### config.mk
export PLATFORM = sky130hd
export DESIGN_NAME = mood_update_arbiter
export DESIGN_NICKNAME = d
export VERILOG_FILES = /design/src/rtl/mood_pkg.sv /design/src/rtl/rr_arbiter.sv /design/src/rtl/mood_update_arbiter.sv
export SDC_FILE = /design/constraint.sdc
export NUM_CORES = 1
export LEC_CHECK = 0
export ABC_CLOCK_PERIOD_IN_PS = 2850
export BUFFER_PORTS_ARGS = -buffer_cell sky130_fd_sc_hd__buf_2
export CORE_ASPECT_RATIO = 0.5
export CORE_MARGIN = 2
export CORE_UTILIZATION = 47
export CTS_CLUSTER_DIAMETER = 30
export DETAILED_ROUTE_END_ITERATION = 16
export PLACE_DENSITY_LB_ADDON = 0.12
export SLEW_MARGIN = 10
export SYNTH_ARGS = -nofsm -noshare
export SYNTH_HDL_FRONTEND = slang
export SYNTH_SLANG_ARGS = --single-unit
### constraint.sdc
create_clock -name clk -period 2.85 [get_ports clk]
set_clock_uncertainty 0.05 [all_clocks]
set_input_delay 0.57 -clock clk [delete_from_list [all_inputs] [get_ports clk]]
set_output_delay 0.57 -clock clk [all_outputs]
set_load 0.02 [all_outputs]
### src/rtl/mood_pkg.sv
// Shared constants for the mimosa mood-update path: direction encoding,
// default sizing and the fixed stimulus-source slot assignment.
package mood_pkg;

  localparam logic DIR_INC = 1'b1;
  localparam logic DIR_DEC = 1'b0;

  localparam int unsigned NREQ_DEFAULT     = 4;
  localparam int unsigned COOLDOWN_DEFAULT = 15;

  localparam int unsigned REQ_TOUCH = 0;
  localparam int unsigned REQ_LIGHT = 1;
  localparam int unsigned REQ_WATER = 2;
  localparam int unsigned REQ_DECAY = 3;

endpackage

### src/rtl/rr_arbiter.sv
// Combinational round-robin picker: the first set request at or after ptr+1,
// wrapping modulo N, wins. The pointer itself lives in the caller.
module rr_arbiter #(
  parameter int unsigned N  = 4,
  parameter int unsigned PW = (N > 1) ? $clog2(N) : 1
) (
  input  logic [N-1:0]  req,
  input  logic [PW-1:0] ptr,
  output logic [N-1:0]  gnt,
  output logic          valid
);

  always_comb begin
    gnt   = '0;
    valid = 1'b0;
    // Walk offsets 1..N from the pointer; the first hit is the winner.
    for (int k = 1; k <= int'(N); k++) begin
      for (int i = 0; i < int'(N); i++) begin
        if (!valid && req[i] && (((int'(ptr) + k) % int'(N)) == i)) begin
          gnt[i] = 1'b1;
          valid  = 1'b1;
        end
      end
    end
  end

endmodule

### src/rtl/mood_update_arbiter.sv
// Funnels inc/dec pulses from several stimulus sources into one saturating
// mood counter: per-source latching and cooldown, round-robin, set priority.
module mood_update_arbiter
  import mood_pkg::*;
#(
  parameter int unsigned NREQ     = NREQ_DEFAULT,
  parameter int unsigned COOLDOWN = COOLDOWN_DEFAULT
) (
  input  logic            clk,
  input  logic            rst_n,
  input  logic            en,
  input  logic [NREQ-1:0] req_inc,
  input  logic [NREQ-1:0] req_dec,
  input  logic            set_req,
  output logic            cnt_inc,
  output logic            cnt_dec,
  output logic            cnt_setval,
  output logic [NREQ-1:0] grant,
  output logic [NREQ-1:0] pending
);

  localparam int unsigned CDW = (COOLDOWN > 0) ? $clog2(COOLDOWN + 1) : 1;
  localparam int unsigned PW  = $clog2(NREQ);

  logic [NREQ-1:0]           pending_q, pending_d;
  logic [NREQ-1:0]           dir_q, dir_d;
  logic [NREQ-1:0]           grant_q, grant_d;
  logic [NREQ-1:0][CDW-1:0]  cd_q, cd_d;
  logic [PW-1:0]             ptr_q, ptr_d;
  logic                      cnt_inc_q, cnt_inc_d;
  logic                      cnt_dec_q, cnt_dec_d;
  logic                      cnt_setval_q, cnt_setval_d;

  logic [NREQ-1:0]           eligible;
  logic [NREQ-1:0]           arb_gnt;
  logic                      arb_valid;

  always_comb begin
    eligible = '0;
    for (int i = 0; i < int'(NREQ); i++) begin
      eligible[i] = pending_q[i] && (cd_q[i] == '0) && en && !set_req;
    end
  end

  rr_arbiter #(
    .N  (NREQ),
    .PW (PW)
  ) u_rr (
    .req   (eligible),
    .ptr   (ptr_q),
    .gnt   (arb_gnt),
    .valid (arb_valid)
  );

  always_comb begin
    pending_d    = pending_q & ~arb_gnt;
    dir_d        = dir_q;
    cd_d         = cd_q;
    ptr_d        = ptr_q;
    grant_d      = arb_gnt;
    cnt_inc_d    = arb_valid && |(arb_gnt & dir_q);
    cnt_dec_d    = arb_valid && |(arb_gnt & ~dir_q);
    cnt_setval_d = set_req;

    for (int i = 0; i < int'(NREQ); i++) begin
      if (arb_gnt[i]) begin
        cd_d[i] = CDW'(COOLDOWN);
        ptr_d   = PW'(i);
      end else if (cd_q[i] != '0) begin
        cd_d[i] = cd_q[i] - CDW'(1);
      end

      // Capture is judged against the post-grant state, so a request landing
      // on its own grant cycle becomes a fresh pending entry.
      if (req_inc[i] ^ req_dec[i]) begin
        if (!pending_d[i]) begin
          pending_d[i] = 1'b1;
          dir_d[i]     = req_inc[i] ? DIR_INC : DIR_DEC;
        end else if (dir_q[i] != req_inc[i]) begin
          pending_d[i] = 1'b0;
        end
      end
    end

    if (set_req) begin
      pending_d = '0;
    end
  end

  always_ff @(posedge clk or negedge rst_n) begin
    if (!rst_n) begin
      pending_q    <= '0;
      dir_q        <= '0;
      grant_q      <= '0;
      cd_q         <= '0;
      ptr_q        <= PW'(NREQ - 1);
      cnt_inc_q    <= 1'b0;
      cnt_dec_q    <= 1'b0;
      cnt_setval_q <= 1'b0;
    end else begin
      pending_q    <= pending_d;
      dir_q        <= dir_d;
      grant_q      <= grant_d;
      cd_q         <= cd_d;
      ptr_q        <= ptr_d;
      cnt_inc_q    <= cnt_inc_d;
      cnt_dec_q    <= cnt_dec_d;
      cnt_setval_q <= cnt_setval_d;
    end
  end

  assign cnt_inc    = cnt_inc_q;
  assign cnt_dec    = cnt_dec_q;
  assign cnt_setval = cnt_setval_q;
  assign grant      = grant_q;
  assign pending    = pending_q;

endmodule

==> impl_metrics.toml <==
[outcome]
status = "complete, no violations"

[cts]
cts_tree = "done"
h-tree-depth = 2
postCtsHoldBufs = 0
clockRootBuffer = "clkbuf_8"
clk_path_buf_depth = 2
cts_setup_buffers = 0
clk_pin_slew_ns = 0.07
cts_resized = 0
cts_sinks = 33
cts_buffers = 5
clk_latency_ns = 0.28

[die]
io_pins = 23
core_area_sq_um = 3940
initial_core_util_pct = 49.7
dieWidth_um = 95.3
dieHeight_um = 49.7
die_area_sq_um = 4730
rows = 16

[drt]
wl_per_cell_um = 15.1
drt-total-wl_um = 4250
drtIter0Drc = 110
first_pass_iters = 5
final_antenna_net_count = 0
dr_total_vias = 1614
drc = 0
vias_per_cell = 5.74

[global_routing]
grt_start_max_net_pins = 34
grt_overflow = 0
grt_util_met1_pct = 27.6
grt_usage_pct = 20.1
top_usage_layer = "met2"
grt_antenna_before_repair = 0
grt_pass1_wl_um = 7190
grt.met2_usage_pct = 30.0
use_met3_pct = 5.50
grt_pass1_vias = 1518

[setup_path]
required_ns = 2.97
r2r_cells = 8
end_kind = "flip-flop"
path_max_fanout = 10
start_kind = "flip-flop"
cp.arrival_ns = 2.67
critPathKind = "reg2reg"

[power]
power_frac_seq_pct = 42.4
power.share.switching_pct = 38.5
pwr-share-clk_pct = 17.7
p_leak_uw = 0.00102
ir_worst_vdd_mv = 0.392
power_density_nw_per_um2 = 873
p_switching_uw = 730
combPwrFrac_pct = 39.9
cellInternalPower_uw = 1170

[synth]
synth_nets = 222
synth.most_common_cell = "dfrtp_1"
async_flop_share_pct = 100
synth_top_cell_by_area = "dfrtp_1"
synth-edff-count = 0
synth_area_leaders = "dfrtp_1 40%, ha_1 5.1%, inv_1 3.6%, a21oi_1 2.8%, nand3_1 2.8%"
ys_warn_count = 0
yosysTopAreaCellShare_pct = 39.6
yosysUniqueCellTypes = 48
synth_common_cells = "31 x dfrtp_1, 19 x inv_1, 14 x nand2_1"
synth.cell_area_sq_um = 1960
ys_ff_latch = 33
avgSynthCellArea_sq_um = 9.70
synthFlopType = "dfrtp_1"
ys_seq_area_share_pct = 42.3
syn_inst = 202

[place]
pre_cts_ws_ns = 0.352
gp_congestion = 0.901
io_buffers = 22
placed_cell_area_sq_um = 2090
dpl.hpwl_um = 3050

[flow_run]
maxCapViolations = 0

[min_path]
hold_path.class = "in2async"

[timing]
grt_setup_unrepaired = "no"
tns_ns = 0
max_slew_margin_pct = 49.1
fmax_ghz = 0.391
finalCritPeriodShare_pct = 89.7
fin_crit_ns = 2.56
postLayoutSetupSlackWorst_ns = 0.294
hold_viol = 0
finalSetupViolCount = 0
final_max_slew_viol_count = 0
tightest_slew_ns = 0.763

[finish]
nNetsFinal = 246
areaGrowthSynthToFinish_pct = 11.0
antenna_cells = 0
drive_above_1_share_pct = 19.8
design_area_sq_um = 2170
cells in the final DEF, fill, tap and decap left out, types with 3 or more instances in the layout:
master and instances:
a311o_1 3, nand3_1 11, nand2b_1 8, nor2b_1 3
xnor2_1 6, o221ai_1 3, buf_2 22, a211o_1 3
or3_1 5, nand3b_1 7, nor3_1 8, nor2_1 5
a21oi_1 11, o21ai_0 8, ha_1 8, a311oi_1 5
xor2_1 3, clkbuf_1 3, nand2_1 14, inv_1 19
clkbuf_8 5, dfrtp_1 31
routing by layer:
layer  vias to the layer above  wire, um
li1                        774         -
met1                       789      2180
met2                        42      1810
met3                         9       184
met4                         0        72
met5                         -         0
registers in the layout, indices dropped and copies added, names as in the netlist:
name and flops:
dir_q 4, cnt_inc 1, cnt_dec 1, grant 4, ptr_q 2, cnt_setval 1
pending 4, cd_q 16
metrics by stage:
stage / util, % / total power [uW] / std cells / hold WS, ns
6_report: 55.1 / 1900 / 281 / 0.303
5_1_grt: 55.1 / 2070 / 281 / 0.364
4_1_cts: 55.1 / 1900 / 281 / 0.333
3_5_place_dp: 53.1 / 1560 / 273 / 0.457
3_3_place_gp: 53.1 / 1530 / 273 / 0.450
2_1_floorplan: - / 1380 / 202 / 0.224
path summary, 6_finish.rpt:
kind,startpoint,endpoint,slack (ns)
max in group asynchronous,rst_n,cd_q[11]$_DFFE_PN0P_,1.95
worst max-delay path,cd_q[0]$_DFFE_PN0P_,dir_q[1]$_DFFE_PN0P_,0.29
worst min register to register,cd_q[1]$_DFFE_PN0P_,cd_q[1]$_DFFE_PN0P_,0.47
min in group clk,cd_q[1]$_DFFE_PN0P_,cd_q[1]$_DFFE_PN0P_,0.47
worst min-delay path,rst_n,cd_q[5]$_DFFE_PN0P_,0.30
worst max register to register,cd_q[0]$_DFFE_PN0P_,dir_q[1]$_DFFE_PN0P_,0.29
cells by family (layout without fill, tap and decap cells):
| group | after synthesis | count (layout) | share of synthesized area (%) |
|---|---|---|---|
| simple gates | 72 | 72 | 21.3 |
| buf+inv | 27 | 52 | 6.58 |
| flops | 33 | 33 | 42.3 |
| xor+xnor | 9 | 9 | 4.02 |
| fa+ha+maj | 8 | 8 | 5.11 |
| compound gates | 53 | 53 | 20.8 |
power groups by stage:
| stage | clock network [uW] | logic [uW] | registers, uW |
|---|---|---|---|
| 2_1_floorplan | 0 | 594 | 783 |
| 3_3_place_gp | 0 | 734 | 801 |
| 3_5_place_dp | 0 | 751 | 807 |
| 4_1_cts | 349 | 757 | 799 |
| 5_1_grt | 369 | 866 | 834 |
| 6_report | 335 | 758 | 805 |
worst max-delay path, cell delays in order, from the launching register on:
cell and delay (ns):
dfrtp_1 0.38, inv_1 0.07, ha_1 0.22, or3b_1 0.33, nor2_1 0.11, nor4_1 0.35, o2111ai_2 0.20, and2_1 0.33
a311o_1 0.39
cell type report:
| class | count | area, sq um |
|---|---|---|
| fill | 349 | 1770 |
| multi-input combinational | 142 | 1000 |
| sequential | 33 | 828 |
| timing repair buffer | 23 | 118 |
| clock buffer | 8 | 80.1 |
| inverter | 21 | 78.8 |
| tap | 54 | 67.6 |
Power figures use the tool's default switching activity.
